===== src/rtl/psum_accum_scheduler.sv =====
// Feeds one shared psum accumulator from NUM_ROWS PE rows, highest row first,
// and emits one wrapped DWIDTH-bit sum per output pixel over valid/ready.
module psum_accum_scheduler #(
    parameter int DWIDTH   = 8,
    parameter int NUM_ROWS = 3,
    parameter int CNT_W    = 16
) (
    input  logic                       clk,
    input  logic                       rst_n,
    input  logic                       start,
    input  logic [CNT_W-1:0]           cfg_num_out,
    input  logic [NUM_ROWS-1:0]        psum_valid,
    input  logic [NUM_ROWS*DWIDTH-1:0] psum_data,
    output logic [NUM_ROWS-1:0]        psum_ready,
    output logic                       sum_valid,
    output logic [DWIDTH-1:0]          sum_data,
    input  logic                       sum_ready,
    output logic                       busy,
    output logic                       done,
    output logic [CNT_W-1:0]           out_count
);
    localparam int ROW_W = (NUM_ROWS > 1) ? $clog2(NUM_ROWS) : 1;
    localparam logic [ROW_W-1:0] LAST_ROW = ROW_W'(NUM_ROWS - 1);

    typedef enum logic [1:0] {
        ST_IDLE = 2'd0,
        ST_RUN  = 2'd1,
        ST_OUT  = 2'd2,
        ST_DONE = 2'd3
    } state_t;

    state_t            state_q, state_d;
    logic [ROW_W-1:0]  cur_row_q, cur_row_d;
    logic [DWIDTH-1:0] acc_q, acc_d;
    logic [DWIDTH-1:0] sum_q, sum_d;
    logic [CNT_W-1:0]  cfg_q, cfg_d;
    logic [CNT_W-1:0]  cnt_q, cnt_d;

    logic              sel_valid_s;
    logic [DWIDTH-1:0] sel_data_s;
    logic [DWIDTH-1:0] row_sum_s;
    logic [CNT_W-1:0]  cnt_inc_s;

    // Mux out the active row's valid/data and form the running sum
    always_comb begin
        sel_valid_s = 1'b0;
        sel_data_s  = '0;
        for (int r = 0; r < NUM_ROWS; r++) begin
            sel_valid_s = sel_valid_s | (psum_valid[r] & (cur_row_q == ROW_W'(r)));
            sel_data_s  = sel_data_s
                        | (psum_data[r*DWIDTH +: DWIDTH] & {DWIDTH{cur_row_q == ROW_W'(r)}});
        end
        // The first row of each pixel restarts the accumulator, so no clear cycle is needed
        row_sum_s = (cur_row_q == LAST_ROW) ? sel_data_s : (acc_q + sel_data_s);
        cnt_inc_s = cnt_q + CNT_W'(1);
    end

    // Row accept strobes decoded from state and the current row register
    always_comb begin
        psum_ready = '0;
        for (int r = 0; r < NUM_ROWS; r++) begin
            psum_ready[r] = (state_q == ST_RUN) && (cur_row_q == ROW_W'(r));
        end
    end

    // Next-state and datapath update
    always_comb begin
        state_d   = state_q;
        cur_row_d = cur_row_q;
        acc_d     = acc_q;
        sum_d     = sum_q;
        cfg_d     = cfg_q;
        cnt_d     = cnt_q;
        case (state_q)
            ST_IDLE: begin
                if (start) begin
                    cfg_d     = cfg_num_out;
                    cnt_d     = '0;
                    cur_row_d = LAST_ROW;
                    if (cfg_num_out != '0) begin
                        state_d = ST_RUN;
                    end else begin
                        state_d = ST_DONE;
                    end
                end else begin
                    state_d = ST_IDLE;
                end
            end
            ST_RUN: begin
                if (sel_valid_s) begin
                    acc_d = row_sum_s;
                    if (cur_row_q == '0) begin
                        sum_d   = row_sum_s;
                        state_d = ST_OUT;
                    end else begin
                        cur_row_d = cur_row_q - ROW_W'(1);
                    end
                end else begin
                    state_d = ST_RUN;
                end
            end
            ST_OUT: begin
                if (sum_ready) begin
                    cnt_d     = cnt_inc_s;
                    cur_row_d = LAST_ROW;
                    if (cnt_inc_s == cfg_q) begin
                        state_d = ST_DONE;
                    end else begin
                        state_d = ST_RUN;
                    end
                end else begin
                    state_d = ST_OUT;
                end
            end
            ST_DONE: begin
                state_d = ST_IDLE;
            end
            default: begin
                state_d = ST_IDLE;
            end
        endcase
    end

    // State and datapath registers
    always_ff @(posedge clk or negedge rst_n) begin
        if (!rst_n) begin
            state_q   <= ST_IDLE;
            cur_row_q <= LAST_ROW;
            acc_q     <= '0;
            sum_q     <= '0;
            cfg_q     <= '0;
            cnt_q     <= '0;
        end else begin
            state_q   <= state_d;
            cur_row_q <= cur_row_d;
            acc_q     <= acc_d;
            sum_q     <= sum_d;
            cfg_q     <= cfg_d;
            cnt_q     <= cnt_d;
        end
    end

    assign sum_valid = (state_q == ST_OUT);
    assign busy      = (state_q == ST_RUN) || (state_q == ST_OUT);
    assign done      = (state_q == ST_DONE);
    assign sum_data  = sum_q;
    assign out_count = cnt_q;

endmodule


===== config.mk =====
export PLATFORM = sky130hd
export DESIGN_NAME = psum_accum_scheduler
export DESIGN_NICKNAME = d
export VERILOG_FILES = /design/src/rtl/psum_accum_scheduler.sv
export SDC_FILE = /design/constraint.sdc
export NUM_CORES = 1
export LEC_CHECK = 0
export CAP_MARGIN = 10
export CORE_MARGIN = 4
export CORE_UTILIZATION = 36
export CTS_BUF_LIST = sky130_fd_sc_hd__clkbuf_16
export DETAILED_ROUTE_END_ITERATION = 10
export GPL_TIMING_DRIVEN = 1
export HOLD_SLACK_MARGIN = 0.15
export PLACE_DENSITY_LB_ADDON = 0.05
export RECOVER_POWER = 100
export SLEW_MARGIN = 10
export SYNTH_ARGS = -nofsm -noshare
export SYNTH_HDL_FRONTEND = slang
export SYNTH_SLANG_ARGS = --single-unit

===== constraint.sdc =====
create_clock -name clk -period 9.2 [get_ports clk]
set_input_delay 2.76 -clock clk [delete_from_list [all_inputs] [get_ports clk]]
set_output_delay 2.76 -clock clk [all_outputs]
set_load 0.02 [all_outputs]

==> key figures <==
Synthesis
  • Warnings from Yosys: 0
  • Sequential-to-total area share from yosys stat: 0.373
  • Summed instance area of the synthesized netlist: 3490 um^2
  • Number of synthesized flops with an enable pin: 0
  • Count of state elements after synthesis: 52
  • Prevailing post-synth register cell: dfrtp_1
  • Syn_nets: 445
  • Number of distinct library cells after synthesis: 61
  • Mean instance size in the synthesized netlist: 9.17 um^2
  • Post-synth ARST share: 1.00
  • Instance count of the mapped netlist: 381

CTS
  • CTS tree: built
  • Hold_buf cts: 0
  • Maximum clock insertion buffer count: 2
  • Clock Latency Late Sink: 0.29 ns
  • CTS clock-pin slew for the worst setup and hold paths: 0.06 ns
  • Root buffer cell: clkbuf_16
  • Num Clock Sinks: 52
  • Number of buffers created by CTS: 5
  • CTS H-tree depth: 2
  • Post-CTS setup buffers: 0
  • Gates resized, CTS repair: 0

Power and ir drop
  • Clock share of power: 0.188
  • P_int: 686 uW
  • Fraction of power consumed by combinational cells: 0.484
  • P_sw: 439 uW
  • Fraction of power spent switching nets: 0.390
  • Fraction of power consumed by sequential logic: 0.328
  • Worst voltage drop across the vdd grid: 0.147 mV
  • Power Total: 1.13 mW
  • Power per standard cell area: 252 nW/um^2
  • Total leakage power: 1.94 nW

Flow run
  • Max capacitance violation total: 1

GRT
  • All-Layer GR Usage: 0.158
  • Pin count of the biggest net entering global routing: 53
  • GR Overflow Total: 0
  • Number of antenna violations at the first check in global routing: 0
  • Global-route wire length before repair: 14.5 mm
  • Vias in the first global route: 2850

Die
  • Initial cell density of the core: 0.375
  • Horizontal extent of the die: 107 um
  • Die Span Y: 107 um
  • Core ar.: 9330 um^2
  • Die area: 11300 um^2
  • Number of cell rows: 35
  • Boundary pin count: 77

Timing
  • Number of failing setup endpoints in the final timing report: 0
  • Min cycle time layout: 5.77 ns
  • Final worst slack: 3.43 ns
  • Hold Violations, Final: 0
  • Setup TNS: 0 ns
  • Slew HR: -0.889
  • Measured slew at the worst slew-check pin: 2.83 ns
  • Setup repair after global routing missed its margin: false
  • Final Max Slew Viols: 53
  • Fin Clk Skew: 0.00433 ns
  • Final Cycle Share: 0.627
  • Peak Freq: 0.173 GHz

Setup path
  • Critical Path Source Type: primary input
  • R2R Setup Slk: 5.31 ns
  • CP Data Arrival Time: 5.96 ns
  • Launching point of the worst reg2reg path: cur_row_q[1]$_DFFE_PN1P_
  • Element type at the critical path end: flop
  • Critical path endpoint: sum_data[7]$_DFFE_PN0P_
  • Worst Setup SP: psum_data[1]
  • RR Endpoint: sum_data[7]$_DFFE_PN0P_
  • Peak per-stage delay on the critical path: 0.68 ns
  • R2r worst-path depth: 11
  • Critical path class: primary input to flop
  • Top fanout value on the critical path: 4
  • Highest-delay cell along the critical path: o41ai_1
  • Critical-path cell list: dlygate4sd3_1 > a222oi_1 > inv_1 > ha_1 > a21o_1 > a21oi_1 > o21ai_0 > o41ai_1 > xnor2_1 > o21a_1 > o31ai_1
  • Required arrival time at the worst endpoint: 9.40 ns

Cells and area
  • Number of diodes: 0
  • Fin util: 0.479
  • NumNets Final: 507
  • Area growth from synthesis to layout: 27.9%
  • Share of cells above drive strength 1: 0.0743
  • Post-route cell area: 4470 um^2

Route
  • Routed WL per cell: 15.6 um
  • Via-per-instance ratio: 5.32
  • Post-DRT Antenna Nets: 0
  • Post-route DRC: 0
  • Total vias in the final route: 3050
  • DR iter-0 viols: 109
  • Metal1 wirelength: 4.78 mm
  • Met3 Routed Length: 349 um
  • Top routing layer in use: met4
  • Met2 WL: 3.72 mm
  • Initial DRT Pass Iterations: 5
  • Final Routed Wirelength: 8.95 mm

Placement
  • Placed wire-length estimate: 6.78 mm
  • Final weighted congestion in routability-driven placement: 0.810
  • Port bufs: 76
  • Dpl ws: 3.54 ns
  • Placed Instance Area: 4310 um^2

Outcome
  • Violations in the final reports: capacitance limit, slew limit
  • Run status: complete, but fails checks

Hold path
  • HP Class: flop to flop
## logic make-up (layout without fill, tap and decap cells)
logic type                 count (synthesis)  in the layout  synth area share
and+or+nand+nor                          126            126             0.184
AOI/OAI and AO/OA                        102            102             0.194
DFF                                       52             52             0.373
buffers and inverters                     34             97            0.0448
xor gates and xnor gates                  25             25            0.0627
muxes                                     25             25            0.0788
adders and majority gates                 17             17            0.0630
## routing by layer
metal / up-vias / GRT usage
li1: 1515 / -
met1: 1460 / 0.247
met2: 67 / 0.226
met3: 8 / 0.0261
met4: 0 / 0.0384
met5: - / 0
## synth_stat cells, types with 6 or more instances
| master | n | share of area |
|---|---|---|
| dfrtp_1 | 51 | 0.37 |
| nand2_1 | 45 | 0.048 |
| o21ai_0 | 31 | 0.044 |
| nor2_1 | 22 | 0.024 |
| a21oi_1 | 17 | 0.024 |
| mux2_2 | 17 | 0.055 |
| ha_1 | 16 | 0.057 |
| xnor2_1 | 16 | 0.040 |
| clkbuf_1 | 14 | 0.015 |
| nand3_1 | 12 | 0.017 |
| inv_1 | 11 | 0.012 |
| o31ai_1 | 11 | 0.024 |
| xor2_1 | 9 | 0.023 |
| buf_4 | 7 | 0.015 |
| a31oi_1 | 6 | 0.011 |
| nor4_1 | 6 | 0.011 |
## layout make-up
cell class                      count  area (um^2)
Clock buffer                        5          125
Sequential cell                    52         1300
Multi-Input combinational cell    295         2030
Tap cell                          129          161
Clock inverter                      3         42.5
Inverter                           11         41.3
Fill cell                         924         4860
Timing Repair Buffer               78          767
## critical path, delay by kind of cell
kind	cells	cell delay (ns)
AOI/OAI and AO/OA	7	2.06
buffers and inverters	2	0.67
adders and majority gates	1	0.30
xor gates and xnor gates	1	0.17
## worst min-delay path by stage
stage	start	endpoint	slack (ns)	cells after the start
floorplan	acc_q[2]$_DFFE_PN0P_	acc_q[2]$_DFFE_PN0P_	0.45	2
global placement	sum_data[7]$_DFFE_PN0P_	sum_data[7]$_DFFE_PN0P_	0.46	2
detailed placement	sum_data[7]$_DFFE_PN0P_	sum_data[7]$_DFFE_PN0P_	0.47	2
CTS	sum_data[5]$_DFFE_PN0P_	sum_data[5]$_DFFE_PN0P_	0.49	2
global route	sum_data[6]$_DFFE_PN0P_	sum_data[6]$_DFFE_PN0P_	0.51	2
finish	sum_data[5]$_DFFE_PN0P_	sum_data[5]$_DFFE_PN0P_	0.48	2
## cells in the final DEF (no fill, tap or decap), types with 9 or more instances in the layout
cell             instances
dfrtp_1                 51
nand2_1                 45
clkdlybuf4s50_1         41
dlygate4sd3_1           34
o21ai_0                 33
nor2_1                  22
mux2_2                  17
a21oi_1                 17
xnor2_1                 16
ha_1                    16
nand3_1                 12
inv_1                   11
o31ai_1                 11
xor2_1                   9
## stage by stage
step	hold slack (ns)	cells
floorplan	0.452	381
global placement	0.461	565
detailed placement	0.475	565
CTS	0.491	573
global route	0.510	573
finish	0.475	573
## power groups by stage
stage          clock [mW]  sequential, mW  combinational, mW
5_1_grt             0.227           0.381              0.608
3_3_place_gp            0           0.371              0.552
6_report            0.211           0.369              0.545
3_5_place_dp            0           0.375              0.559
4_1_cts             0.219           0.370              0.563
2_1_floorplan           0           0.373              0.387
## registers in the layout, indices dropped and copies added, names as in the netlist
| register | count |
|---|---|
| acc_q | 8 |
| cfg_q | 16 |
| cur_row_q | 2 |
| out_count | 16 |
| state_q | 2 |
| sum_data | 8 |
Power figures use the tool's default switching activity.
